## src/rtl/uart_host_ctrl_if.sv

```systemverilog
// Signal bundle between the CoreUART parallel port, the ISP byte streams and the status block.
// The master modport is the host controller; the slave modport is its environment.
interface uart_host_ctrl_if;
    logic        UART_CSN;
    logic        UART_OEN;
    logic        UART_WEN;
    logic [7:0]  UART_DATA_IN;
    logic [7:0]  UART_DATA_OUT;
    logic        UART_RXRDY;
    logic        UART_TXRDY;
    logic        UART_PARITY_ERR;
    logic        UART_FRAMING_ERR;
    logic        UART_OVERFLOW;
    logic [12:0] UART_BAUD_VAL;
    logic        UART_BIT8;
    logic        UART_PARITY_EN;
    logic        UART_ODD_N_EVEN;
    logic [7:0]  TX_DATA;
    logic        TX_VALID;
    logic        TX_READY;
    logic [7:0]  RX_DATA;
    logic [1:0]  RX_ERR;
    logic        RX_VALID;
    logic        RX_READY;
    logic        STAT_CLR;
    logic        STAT_PERR;
    logic        STAT_FERR;
    logic        STAT_OVF;
    logic [15:0] RX_COUNT;
    logic [15:0] TX_COUNT;

    modport master (
        output UART_CSN, UART_OEN, UART_WEN, UART_DATA_IN,
        input  UART_DATA_OUT, UART_RXRDY, UART_TXRDY,
        input  UART_PARITY_ERR, UART_FRAMING_ERR, UART_OVERFLOW,
        output UART_BAUD_VAL, UART_BIT8, UART_PARITY_EN, UART_ODD_N_EVEN,
        input  TX_DATA, TX_VALID,
        output TX_READY,
        output RX_DATA, RX_ERR, RX_VALID,
        input  RX_READY,
        input  STAT_CLR,
        output STAT_PERR, STAT_FERR, STAT_OVF, RX_COUNT, TX_COUNT
    );

    modport slave (
        input  UART_CSN, UART_OEN, UART_WEN, UART_DATA_IN,
        output UART_DATA_OUT, UART_RXRDY, UART_TXRDY,
        output UART_PARITY_ERR, UART_FRAMING_ERR, UART_OVERFLOW,
        input  UART_BAUD_VAL, UART_BIT8, UART_PARITY_EN, UART_ODD_N_EVEN,
        output TX_DATA, TX_VALID,
        input  TX_READY,
        input  RX_DATA, RX_ERR, RX_VALID,
        output RX_READY,
        output STAT_CLR,
        input  STAT_PERR, STAT_FERR, STAT_OVF, RX_COUNT, TX_COUNT
    );
endinterface

```

## src/rtl/uart_host_ctrl.sv

```systemverilog
// Bus initiator for the CoreUART parallel port: arbitrates RX reads and TX writes,
// buffers received bytes in a 2-entry FIFO and keeps sticky error flags and byte counters.
module uart_host_ctrl #(
    parameter logic [12:0] BAUD_DIV   = 13'd0,
    parameter bit          CFG_BIT8   = 1'b1,
    parameter bit          CFG_PAR_EN = 1'b0,
    parameter bit          CFG_ODD    = 1'b0,
    parameter int unsigned HOLDOFF    = 2
) (
    input  logic             CLK,
    input  logic             RESET_N,
    uart_host_ctrl_if.master bus
);
    typedef enum logic [1:0] {IDLE, RD, WR, HOLD} state_t;

    localparam logic [2:0] HOLD_LAST = 3'(HOLDOFF - 1);

    state_t      state_q, state_d;
    logic [2:0]  hold_q, hold_d;
    logic        last_rx_q, last_rx_d;
    logic        csn_q, csn_d, oen_q, oen_d, wen_q, wen_d;
    logic [7:0]  din_q, din_d;
    logic [9:0]  fifo_q [2];
    logic [9:0]  fifo_d [2];
    logic        wr_ptr_q, wr_ptr_d, rd_ptr_q, rd_ptr_d;
    logic [1:0]  cnt_q, cnt_d;
    logic        perr_q, perr_d, ferr_q, ferr_d, ovf_q, ovf_d;
    logic [15:0] rx_cnt_q, rx_cnt_d, tx_cnt_q, tx_cnt_d;

    logic rx_req, tx_req, grant_rx, grant_tx, tx_ready, push, pop;

    always_comb begin
        state_d   = state_q;
        hold_d    = hold_q;
        last_rx_d = last_rx_q;
        csn_d     = 1'b1;
        oen_d     = 1'b1;
        wen_d     = 1'b1;
        din_d     = din_q;
        fifo_d    = fifo_q;
        wr_ptr_d  = wr_ptr_q;
        rd_ptr_d  = rd_ptr_q;

        rx_req   = bus.UART_RXRDY & (cnt_q != 2'd2);
        tx_req   = bus.TX_VALID & bus.UART_TXRDY;
        // On a tie the stream that did not go last wins, so neither can starve.
        grant_rx = rx_req & (~tx_req | ~last_rx_q);
        grant_tx = tx_req & (~rx_req | last_rx_q);
        tx_ready = (state_q == IDLE) & bus.UART_TXRDY & grant_tx;
        push     = (state_q == RD);
        pop      = (cnt_q != 2'd0) & bus.RX_READY;

        // Strobes are registered: they are loaded on the edge that enters RD/WR.
        case (state_q)
            IDLE: begin
                if (grant_rx) begin
                    state_d = RD;
                    csn_d   = 1'b0;
                    oen_d   = 1'b0;
                end else if (tx_ready) begin
                    state_d = WR;
                    din_d   = bus.TX_DATA;
                    csn_d   = 1'b0;
                    wen_d   = 1'b0;
                end
            end
            RD: begin
                state_d   = HOLD;
                hold_d    = HOLD_LAST;
                last_rx_d = 1'b1;
            end
            WR: begin
                state_d   = HOLD;
                hold_d    = HOLD_LAST;
                last_rx_d = 1'b0;
            end
            default: begin
                if (hold_q == 3'd0) state_d = IDLE;
                else                hold_d  = hold_q - 3'd1;
            end
        endcase

        if (push) begin
            fifo_d[wr_ptr_q] = {bus.UART_FRAMING_ERR, bus.UART_PARITY_ERR, bus.UART_DATA_OUT};
            wr_ptr_d         = ~wr_ptr_q;
        end
        if (pop) rd_ptr_d = ~rd_ptr_q;
        cnt_d = cnt_q + {1'b0, push} - {1'b0, pop};

        // Clear first, then let a same-cycle event land on the cleared value.
        perr_d   = (bus.STAT_CLR ? 1'b0  : perr_q)   | (push & bus.UART_PARITY_ERR);
        ferr_d   = (bus.STAT_CLR ? 1'b0  : ferr_q)   | (push & bus.UART_FRAMING_ERR);
        ovf_d    = (bus.STAT_CLR ? 1'b0  : ovf_q)    | bus.UART_OVERFLOW;
        rx_cnt_d = (bus.STAT_CLR ? 16'd0 : rx_cnt_q) + {15'd0, push};
        tx_cnt_d = (bus.STAT_CLR ? 16'd0 : tx_cnt_q) + {15'd0, state_q == WR};
    end

    always_ff @(posedge CLK or negedge RESET_N) begin
        if (!RESET_N) begin
            state_q   <= IDLE;
            hold_q    <= 3'd0;
            last_rx_q <= 1'b0;
            csn_q     <= 1'b1;
            oen_q     <= 1'b1;
            wen_q     <= 1'b1;
            din_q     <= 8'd0;
            wr_ptr_q  <= 1'b0;
            rd_ptr_q  <= 1'b0;
            cnt_q     <= 2'd0;
            perr_q    <= 1'b0;
            ferr_q    <= 1'b0;
            ovf_q     <= 1'b0;
            rx_cnt_q  <= 16'd0;
            tx_cnt_q  <= 16'd0;
        end else begin
            state_q   <= state_d;
            hold_q    <= hold_d;
            last_rx_q <= last_rx_d;
            csn_q     <= csn_d;
            oen_q     <= oen_d;
            wen_q     <= wen_d;
            din_q     <= din_d;
            wr_ptr_q  <= wr_ptr_d;
            rd_ptr_q  <= rd_ptr_d;
            cnt_q     <= cnt_d;
            perr_q    <= perr_d;
            ferr_q    <= ferr_d;
            ovf_q     <= ovf_d;
            rx_cnt_q  <= rx_cnt_d;
            tx_cnt_q  <= tx_cnt_d;
        end
    end

    genvar gi;
    generate
        for (gi = 0; gi < 2; gi++) begin : g_fifo
            always_ff @(posedge CLK or negedge RESET_N) begin
                if (!RESET_N) fifo_q[gi] <= 10'd0;
                else          fifo_q[gi] <= fifo_d[gi];
            end
        end
    endgenerate

    assign bus.UART_CSN        = csn_q;
    assign bus.UART_OEN        = oen_q;
    assign bus.UART_WEN        = wen_q;
    assign bus.UART_DATA_IN    = din_q;
    assign bus.UART_BAUD_VAL   = BAUD_DIV;
    assign bus.UART_BIT8       = CFG_BIT8;
    assign bus.UART_PARITY_EN  = CFG_PAR_EN;
    assign bus.UART_ODD_N_EVEN = CFG_ODD;
    assign bus.TX_READY        = tx_ready;
    assign bus.RX_DATA         = fifo_q[rd_ptr_q][7:0];
    assign bus.RX_ERR          = fifo_q[rd_ptr_q][9:8];
    assign bus.RX_VALID        = (cnt_q != 2'd0);
    assign bus.STAT_PERR       = perr_q;
    assign bus.STAT_FERR       = ferr_q;
    assign bus.STAT_OVF        = ovf_q;
    assign bus.RX_COUNT        = rx_cnt_q;
    assign bus.TX_COUNT        = tx_cnt_q;
endmodule
```

## src/flat_wrapper.sv

```systemverilog
// flat-port wrapper written by rule: the top's interface ports become plain ports
module uart_host_ctrl_flat 
#(
    parameter logic [12:0] BAUD_DIV   = 13'd0,
    parameter bit          CFG_BIT8   = 1'b1,
    parameter bit          CFG_PAR_EN = 1'b0,
    parameter bit          CFG_ODD    = 1'b0,
    parameter int unsigned HOLDOFF    = 2
)
  (CLK, RESET_N, bus_UART_CSN, bus_UART_OEN, bus_UART_WEN, bus_UART_DATA_IN, bus_UART_DATA_OUT, bus_UART_RXRDY, bus_UART_TXRDY, bus_UART_PARITY_ERR, bus_UART_FRAMING_ERR, bus_UART_OVERFLOW, bus_UART_BAUD_VAL, bus_UART_BIT8, bus_UART_PARITY_EN, bus_UART_ODD_N_EVEN, bus_TX_DATA, bus_TX_VALID, bus_TX_READY, bus_RX_DATA, bus_RX_ERR, bus_RX_VALID, bus_RX_READY, bus_STAT_CLR, bus_STAT_PERR, bus_STAT_FERR, bus_STAT_OVF, bus_RX_COUNT, bus_TX_COUNT);
  uart_host_ctrl_if bus_i ();
  input  logic CLK;
  input  logic RESET_N;
  output wire logic [$bits(bus_i.UART_CSN)-1:0] bus_UART_CSN;
  output wire logic [$bits(bus_i.UART_OEN)-1:0] bus_UART_OEN;
  output wire logic [$bits(bus_i.UART_WEN)-1:0] bus_UART_WEN;
  output wire logic [$bits(bus_i.UART_DATA_IN)-1:0] bus_UART_DATA_IN;
  input wire logic [$bits(bus_i.UART_DATA_OUT)-1:0] bus_UART_DATA_OUT;
  input wire logic [$bits(bus_i.UART_RXRDY)-1:0] bus_UART_RXRDY;
  input wire logic [$bits(bus_i.UART_TXRDY)-1:0] bus_UART_TXRDY;
  input wire logic [$bits(bus_i.UART_PARITY_ERR)-1:0] bus_UART_PARITY_ERR;
  input wire logic [$bits(bus_i.UART_FRAMING_ERR)-1:0] bus_UART_FRAMING_ERR;
  input wire logic [$bits(bus_i.UART_OVERFLOW)-1:0] bus_UART_OVERFLOW;
  output wire logic [$bits(bus_i.UART_BAUD_VAL)-1:0] bus_UART_BAUD_VAL;
  output wire logic [$bits(bus_i.UART_BIT8)-1:0] bus_UART_BIT8;
  output wire logic [$bits(bus_i.UART_PARITY_EN)-1:0] bus_UART_PARITY_EN;
  output wire logic [$bits(bus_i.UART_ODD_N_EVEN)-1:0] bus_UART_ODD_N_EVEN;
  input wire logic [$bits(bus_i.TX_DATA)-1:0] bus_TX_DATA;
  input wire logic [$bits(bus_i.TX_VALID)-1:0] bus_TX_VALID;
  output wire logic [$bits(bus_i.TX_READY)-1:0] bus_TX_READY;
  output wire logic [$bits(bus_i.RX_DATA)-1:0] bus_RX_DATA;
  output wire logic [$bits(bus_i.RX_ERR)-1:0] bus_RX_ERR;
  output wire logic [$bits(bus_i.RX_VALID)-1:0] bus_RX_VALID;
  input wire logic [$bits(bus_i.RX_READY)-1:0] bus_RX_READY;
  input wire logic [$bits(bus_i.STAT_CLR)-1:0] bus_STAT_CLR;
  output wire logic [$bits(bus_i.STAT_PERR)-1:0] bus_STAT_PERR;
  output wire logic [$bits(bus_i.STAT_FERR)-1:0] bus_STAT_FERR;
  output wire logic [$bits(bus_i.STAT_OVF)-1:0] bus_STAT_OVF;
  output wire logic [$bits(bus_i.RX_COUNT)-1:0] bus_RX_COUNT;
  output wire logic [$bits(bus_i.TX_COUNT)-1:0] bus_TX_COUNT;
  assign bus_UART_CSN = bus_i.UART_CSN;
  assign bus_UART_OEN = bus_i.UART_OEN;
  assign bus_UART_WEN = bus_i.UART_WEN;
  assign bus_UART_DATA_IN = bus_i.UART_DATA_IN;
  assign bus_i.UART_DATA_OUT = bus_UART_DATA_OUT;
  assign bus_i.UART_RXRDY = bus_UART_RXRDY;
  assign bus_i.UART_TXRDY = bus_UART_TXRDY;
  assign bus_i.UART_PARITY_ERR = bus_UART_PARITY_ERR;
  assign bus_i.UART_FRAMING_ERR = bus_UART_FRAMING_ERR;
  assign bus_i.UART_OVERFLOW = bus_UART_OVERFLOW;
  assign bus_UART_BAUD_VAL = bus_i.UART_BAUD_VAL;
  assign bus_UART_BIT8 = bus_i.UART_BIT8;
  assign bus_UART_PARITY_EN = bus_i.UART_PARITY_EN;
  assign bus_UART_ODD_N_EVEN = bus_i.UART_ODD_N_EVEN;
  assign bus_i.TX_DATA = bus_TX_DATA;
  assign bus_i.TX_VALID = bus_TX_VALID;
  assign bus_TX_READY = bus_i.TX_READY;
  assign bus_RX_DATA = bus_i.RX_DATA;
  assign bus_RX_ERR = bus_i.RX_ERR;
  assign bus_RX_VALID = bus_i.RX_VALID;
  assign bus_i.RX_READY = bus_RX_READY;
  assign bus_i.STAT_CLR = bus_STAT_CLR;
  assign bus_STAT_PERR = bus_i.STAT_PERR;
  assign bus_STAT_FERR = bus_i.STAT_FERR;
  assign bus_STAT_OVF = bus_i.STAT_OVF;
  assign bus_RX_COUNT = bus_i.RX_COUNT;
  assign bus_TX_COUNT = bus_i.TX_COUNT;
  uart_host_ctrl #(.BAUD_DIV(BAUD_DIV), .CFG_BIT8(CFG_BIT8), .CFG_PAR_EN(CFG_PAR_EN), .CFG_ODD(CFG_ODD), .HOLDOFF(HOLDOFF)) u_core (.CLK(CLK), .RESET_N(RESET_N), .bus(bus_i));
endmodule
```

## config.mk

```make
export PLATFORM = sky130hd
export DESIGN_NAME = uart_host_ctrl_flat
export DESIGN_NICKNAME = d
export VERILOG_FILES = /design/src/rtl/uart_host_ctrl_if.sv /design/src/rtl/uart_host_ctrl.sv /design/src/flat_wrapper.sv
export SDC_FILE = /design/constraint.sdc
export NUM_CORES = 1
export LEC_CHECK = 0
export CAP_MARGIN = 20
export CORE_ASPECT_RATIO = 1.2
export CORE_MARGIN = 8
export CORE_UTILIZATION = 48
export CTS_CLUSTER_DIAMETER = 150
export DETAILED_ROUTE_END_ITERATION = 16
export PLACE_DENSITY = 0.81
export SLEW_MARGIN = 20
export SYNTH_ARGS = -nofsm -noshare
export SYNTH_HDL_FRONTEND = slang
export SYNTH_SLANG_ARGS = --single-unit
```

## constraint.sdc

```tcl
create_clock -name CLK -period 2.84 [get_ports CLK]
set_input_delay 0.284 -clock CLK [delete_from_list [all_inputs] [get_ports CLK]]
set_output_delay 0.284 -clock CLK [all_outputs]
set_load 0.005 [all_outputs]
```

==> results of run 1 <==
## through the flow
step / total power [W] / hold WS, ns / util
floorplan: 0.00252 / -0.0116 / -
global placement: 0.00317 / 0.463 / 0.600
global route: 0.00423 / 0.162 / 0.625
detailed placement: 0.00323 / 0.481 / 0.600
finish: 0.00395 / 0.0610 / 0.625
CTS: 0.00400 / 0.103 / 0.625
## flip-flops by register name, indices dropped and copies added (netlist names)
| name | flops |
|---|---|
| u_core.fifo_q | 20 |
| u_core.bus.STAT_OVF | 1 |
| u_core.rd_ptr_q | 1 |
| u_core.last_rx_q | 1 |
| u_core.cnt_q | 2 |
| u_core.bus.STAT_PERR | 1 |
| u_core.bus.TX_COUNT | 16 |
| u_core.wr_ptr_q | 1 |
| u_core.bus.RX_COUNT | 16 |
| u_core.bus.STAT_FERR | 1 |
| u_core.state_q | 2 |
| u_core.bus.UART_CSN | 1 |
| u_core.hold_q | 3 |
| u_core.bus.UART_OEN | 1 |
| u_core.bus.UART_DATA_IN | 8 |
| u_core.bus.UART_WEN | 1 |
## cells by family (layout without fill, tap and decap cells)
logic type | after synthesis | after routing | share of synthesized area
AOI/OAI and AO/OA | 28 | 28 | 0.0473
xor gates and xnor gates | 25 | 25 | 0.0596
adders and majority gates | 11 | 11 | 0.0375
buffers and inverters | 39 | 116 | 0.0569
DFF | 76 | 76 | 0.519
muxes | 43 | 43 | 0.131
other | 2 | 16 | 0.00204
and+or+nand+nor | 101 | 101 | 0.147
## layout by cell type, fill, tap and decap left out, drive strengths merged, types with 2 or more instances in the layout
cell	Yosys	routed
nand2	20	20
nor2	20	20
clkinvlp	0	4
nand3	13	13
nor2b	12	12
xor2	12	12
dfstp	3	3
a21oi	9	9
nor3	5	5
inv	10	11
nand4	7	7
mux2	40	40
mux2i	3	3
dfrtp	73	73
and3	3	3
nor4	2	2
or3	5	5
and4	3	3
a22o	2	2
buf	20	7
conb	2	16
nand4b	2	2
clkinv	1	2
o21ai	7	7
ha	11	11
clkbuf	8	10
clkdlybuf4s50	0	82
and2	3	3
xnor2	13	13
## report_power, final
group	internal, W	total, W	switching [W]	leakage [nW]
registers	0.00141	0.00162	0.000210	0.961
logic	0.000978	0.00157	0.000588	0.979
clock network	0.000345	0.000761	0.000416	0.0811
## worst max-delay path, stage by stage (launching register included)
cell,delay [ns]
dfrtp_1,0.43
inv_1,0.13
ha_1,0.37
inv_1,0.14
a211oi_1,0.30
clkdlybuf4s50_1,0.59
## how the worst max path moves through the flow
| stage | from | end | slack (ns) | cells past startpoint |
|---|---|---|---|---|
| after detailed placement | bus_STAT_CLR | u_core.bus.TX_COUNT[15]$_DFF_PN0_ | 0.45 | 6 |
| after floorplan | u_core.state_q[0]$_DFFE_PN0P_ | u_core.bus.TX_COUNT[15]$_DFF_PN0_ | 0.85 | 7 |
| after CTS | u_core.state_q[0]$_DFFE_PN0P_ | bus_TX_READY | 0.24 | 5 |
| final | u_core.state_q[0]$_DFFE_PN0P_ | bus_TX_READY | 0.26 | 5 |
| after global placement | bus_STAT_CLR | u_core.bus.TX_COUNT[15]$_DFF_PN0_ | 0.50 | 6 |
| after global routing | u_core.state_q[1]$_DFFE_PN0P_ | bus_TX_READY | 0.07 | 5 |
## cell type report
| cell class | instances | area [sq um] |
|---|---|---|
| fill | 633 | 2840 |
| sequential | 76 | 1910 |
| multi-input combinational | 224 | 1610 |
| timing repair buffer | 89 | 873 |
| clock buffer | 10 | 138 |
| tap | 92 | 115 |
| clock inverter | 6 | 47.5 |
| inverter | 11 | 41.3 |
## per-layer routing
layer | global-route usage | up-vias | wire length [um]
li1 | - | 1255 | -
met2 | 0.246 | 72 | 3830
met5 | 0 | - | 0
met3 | 0.0491 | 10 | 649
met4 | 0.0658 | 0 | 95
met1 | 0.173 | 1313 | 3230
==> summary.md, run 1 <==
| Metric | Value |
|---|---|
| Status | finished, final reports clean |
| Final #Nets | 448 |
| Die height | 112 um |
| Final count of hold timing violations | 0 |
| Crit path DAT | 2.29 ns |
| Initial core utilization | 0.485 |
| Worst-Margin Slew | 0.941 ns |
| Setup violators final | 0 |
| Routability Congestion | 0.793 |
| Wirelength, routed | 7.81 mm |
| Vias per cell | 5.22 |
| Row Count | 35 |
| Hold Buf Count CTS | 0 |
| Flops & latches, synth | 76 |
| Gr ovfl total | 0 |
| Final WS setup | 0.263 ns |
| WL/cell | 15.4 um |
| Pre-antenna DRT Iters | 4 |
| CTS buffer count | 9 |
| Slew HR | 0.373 |
| Post-cts repair resize count | 0 |
| Count leader, synth | dfrtp_1 |
| CP required | 2.56 ns |
| Placed cell count | 492 |
| Top cell type's share of synthesized area | 0.497 |
| Top cells by area, synth | dfrtp_1 (50%), mux2_2 (12%), ha_1 (3.7%) |
| Die width | 95.9 um |
| Leak Pwr | 2.02 nW |
| I/O Pins | 100 |
| Pre-CTS setup slack | 0.451 ns |
| Worst skew pair latency | 0.34 ns |
| Setup_tns | 0 ns |
| Vias | 2650 |
| Synthesized area | 3670 sq um |
| Ant. Diodes | 0 |
| Die ar. | 10700 sq um |
| Peak VDD IR | 0.599 mV |
| Post-synth EDFFs | 0 |
| DRC viols | 0 |
| Syn Area/Cell | 11.3 sq um |
| Commonest cells in the netlist | dfrtp_1 (73), mux2_2 (40), nand2_1 (20), nor2_1 (20), buf_4 (16) |
| Detailed Place HPWL | 5.68 mm |
| Detail Route Antenna Nets | 0 |
| Fmax | 388 MHz |
| Synth area leader | dfrtp_1 |
| Clock Path Buffers | 2 |
| Layout area overhead | 28.8% |
| Crit Path Max Fanout | 10 |
| Minimum clock period | 2.58 ns |
| Share of cells above drive strength 1 | 0.163 |
| CP Capture Type | output port |
| Post-synth top flop | dfrtp_1 |
| CTS root buffer | clkbuf_8 |
| Reg2Reg Capture Point | u_core.bus.TX_COUNT[15]$_DFF_PN0_ |
| Hold WC Path Type | input pin to async pin |
| Post-CTS Setup Bufs | 0 |
| Yosys warning total | 0 |
| CTS Sinks | 76 |
| Aggregate global-route resource usage | 0.151 |
| Finished Layout Cells | 508 |
| Pin count of the biggest net entering global routing | 77 |
| Ys async rst share | 1.00 |
| Area of the core | 7580 sq um |
| Fin. max-slew vios | 0 |
| Port Buffer Count | 83 |
| Final Skew | 0.00928 ns |
| Synth Instances | 325 |
| Type of origin of the critical path | flip-flop |
| Final Cycle Share | 0.907 |
| Iteration-0 DRC count of the detailed router | 41 |
| First-pass GRT wire length | 12.9 mm |
| Number of antenna violations at the first check in global routing | 0 |
| Post-Layout Inst Area | 4730 sq um |
| Post-synth cell types | 45 |
| H-tree levels | 3 |
| Sequential fraction of the synthesis area | 0.519 |
| RSZ-0062 raised after global routing | false |
| Pwr Density | 835 nW/um^2 |
| TritonCTS clock tree | built |
| DP Area | 4550 sq um |
| Max Cap Violations | 0 |
| Flop-to-flop setup slack | 0.63 ns |
| Clk slew on worst S/H paths | 0.09 ns |
| Worst setup path class | flip-flop to output port |
| Critical R2R Launch | u_core.state_q[0]$_DFFE_PN0P_ |
| Number of global-route vias before repair | 2735 |
| R2R depth | 6 |
(Power assumes the default switching activity.)
==> run 2, diff against run 1 <==
--- a/config.mk
+++ b/config.mk
@@ -7,10 +7,12 @@
 export LEC_CHECK = 0
 export CAP_MARGIN = 20
 export CORE_ASPECT_RATIO = 1.2
-export CORE_MARGIN = 8
+export CORE_MARGIN = 5
 export CORE_UTILIZATION = 48
 export CTS_CLUSTER_DIAMETER = 150
+export CTS_CLUSTER_SIZE = 25
 export DETAILED_ROUTE_END_ITERATION = 16
+export HOLD_SLACK_MARGIN = 0.12
 export PLACE_DENSITY = 0.81
 export SLEW_MARGIN = 20
 export SYNTH_ARGS = -nofsm -noshare
==> summary.md, run 2 (synthesis results as in run 1) <==
| Metric | Value |
|---|---|
| Status | finished, final reports clean |
| CTS buffer count | 9 (unchanged) |
| Row Count | 35 (unchanged) |
| CP Capture Type | output port |
| Ant. Diodes | 0 (unchanged) |
| DRC viols | 0 (unchanged) |
| H-tree levels | 3 (unchanged) |
| Largest reg by FF count | u_core.fifo_q |
| Final count of hold timing violations | 0 (unchanged) |
| Die width | 89.9 um (-6.3%) |
| Crit path DAT | 2.25 ns (-0.04 ns) |
| Die ar. | 9510 sq um (-11%) |
| Gr ovfl total | 0 (unchanged) |
| Iteration-0 DRC count of the detailed router | 40 (-2.4%) |
| Post-CTS Setup Bufs | 0 (unchanged) |
| Peak VDD IR | 0.573 mV (-4.3%) |
| Final WS setup | 0.309 ns (+0.0466 ns) |
| Setup_tns | 0 ns (unchanged) |
| Post-cts repair resize count | 0 (unchanged) |
| Most common cell after layout, fill and taps aside | clkdlybuf4s50_1 |
| Fmax | 395 MHz (+1.8%) |
| Detail Route Antenna Nets | 0 (unchanged) |
| I/O Pins | 100 (unchanged) |
| Minimum clock period | 2.53 ns (-0.0466 ns) |
| Routability Congestion | 0.821 (+3.5%) |
| Clock Path Buffers | 2 (unchanged) |
| Initial core utilization | 0.485 (unchanged) |
| CTS Sinks | 76 (unchanged) |
| Commonest non-fill, non-tap cells in the layout | clkdlybuf4s50_1 (82), dfrtp_1 (73), mux2_2 (40), nor2_1 (20), nand2_1 (20) |
| CTS root buffer | clkbuf_8 |
| Type of origin of the critical path | flip-flop |
| Hold WC Path Type | flip-flop to flip-flop |
| Leak Pwr | 2.05 nW (+1.6%) |
| Final Cycle Share | 0.891 (-0.0164) |
| Setup violators final | 0 (unchanged) |
| Aggregate global-route resource usage | 0.160 (+0.00994) |
| TritonCTS clock tree | built |
| Slew HR | 0.362 (-0.0101) |
| Wirelength, routed | 7.60 mm (-2.7%) |
| Detailed Place HPWL | 5.44 mm (-4.2%) |
| Hold Buf Count CTS | 1 (+1) |
| Max Cap Violations | 0 (unchanged) |
| Port Buffer Count | 83 (unchanged) |
| Worst setup path class | flip-flop to output port |
| WL/cell | 15.0 um (-2.7%) |
| Vias per cell | 5.06 (-3.0%) |
| Fin. max-slew vios | 0 (unchanged) |
| RSZ-0062 raised after global routing | false |
| Clk slew on worst S/H paths | 0.08 ns (about the same) |
| Die height | 106 um (-5.4%) |
| WHS | 0.497 ns (+0.436 ns) |
| Worst skew pair latency | 0.34 ns (about the same) |
| Number of flip-flops in the largest register | 20 (unchanged) |
| Area of the core | 7580 sq um (unchanged) |
| Number of global-route vias before repair | 2684 (-1.9%) |
| Final Skew | 0.0143 ns (+0.00504 ns) |
| Final #Nets | 448 (unchanged) |
| Share of cells above drive strength 1 | 0.156 (-0.00721) |
| Crit Path Max Fanout | 10 (unchanged) |
| Worst-Margin Slew | 0.956 ns (+0.0152 ns) |
| Pin count of the biggest net entering global routing | 77 (unchanged) |
| Number of antenna violations at the first check in global routing | 0 (unchanged) |
| CP required | 2.56 ns (about the same) |
| First-pass GRT wire length | 12.6 mm (-2.1%) |
| Pre-CTS setup slack | 0.504 ns (+0.0534 ns) |
| Pwr Density | 861 nW/um^2 (+3.1%) |
| Pre-antenna DRT Iters | 4 (unchanged) |
| Vias | 2570 (-3.0%) |
| Layout area overhead | 30.0% |
[run 2: changes by cell type in the layout (fill, tap and decap cells not counted)]
cell,before,now
buf_4,7,6
dlygate4sd3_1,0,1
clkbuf_8,10,11
inv_6,1,0
bufinv_16,0,2
clkbuf_1,0,2
clkinvlp_4,4,0
[run 2: critical path, cell delays in order, from the launching register on]
cell and delay, ns:
dfrtp_1 0.42, inv_1 0.14, ha_1 0.36, inv_1 0.13, a211oi_1 0.28, clkdlybuf4s50_1 0.58
[run 2: power breakdown]
| part | internal [W] | switching, W |
|---|---|---|
| Clock | 0.000546 | 0.000379 |
| Sequential | 0.00141 | 0.000214 |
| Combinational | 0.000972 | 0.000587 |
| Total | 0.00293 | 0.00118 |
[run 2: routing by layer]
metal / up-vias / GRT usage / part of all wire
met1: 1233 / 0.195 / 0.42
met3: 9 / 0.0607 / 0.065
met4: 0 / 0.0415 / 0.012
met5: - / 0 / 0
li1: 1255 / - / -
met2: 73 / 0.268 / 0.50
[run 2: cell type report]
type | count | area [sq um]
Inverter | 11 | 41.3
Fill cell | 625 | 2800
Multi-Input combinational cell | 224 | 1610
Sequential cell | 76 | 1910
Tap cell | 92 | 115
Clock buffer | 13 | 159
Clock inverter | 3 | 68.8
Timing Repair Buffer | 89 | 876
[run 2: metrics by stage]
stage	utilization	cell area, sq um	power (W)	instances
floorplan	-	3730	0.00252	339
global placement	0.599	4540	0.00316	491
detailed placement	0.599	4540	0.00322	491
CTS	0.631	4780	0.00418	508
global route	0.631	4780	0.00440	508
finish	0.631	4780	0.00411	508
[run 2: worst paths after layout]
kind                                               start                                end  slack (ns)  cells past startpoint
min reg2reg                  u_core.wr_ptr_q$_DFFE_PN0N_        u_core.wr_ptr_q$_DFFE_PN0N_        0.50                      1
max reg2reg                u_core.state_q[0]$_DFFE_PN0P_  u_core.bus.TX_COUNT[15]$_DFF_PN0_        0.65                      6
max                        u_core.state_q[1]$_DFFE_PN0P_                       bus_TX_READY        0.31                      5
min in group asynchronous                        RESET_N   u_core.bus.RX_COUNT[7]$_DFF_PN0_        0.61                      2
min                          u_core.wr_ptr_q$_DFFE_PN0N_        u_core.wr_ptr_q$_DFFE_PN0N_        0.50                      1
max in group asynchronous                        RESET_N      u_core.state_q[0]$_DFFE_PN0P_        1.57                      2
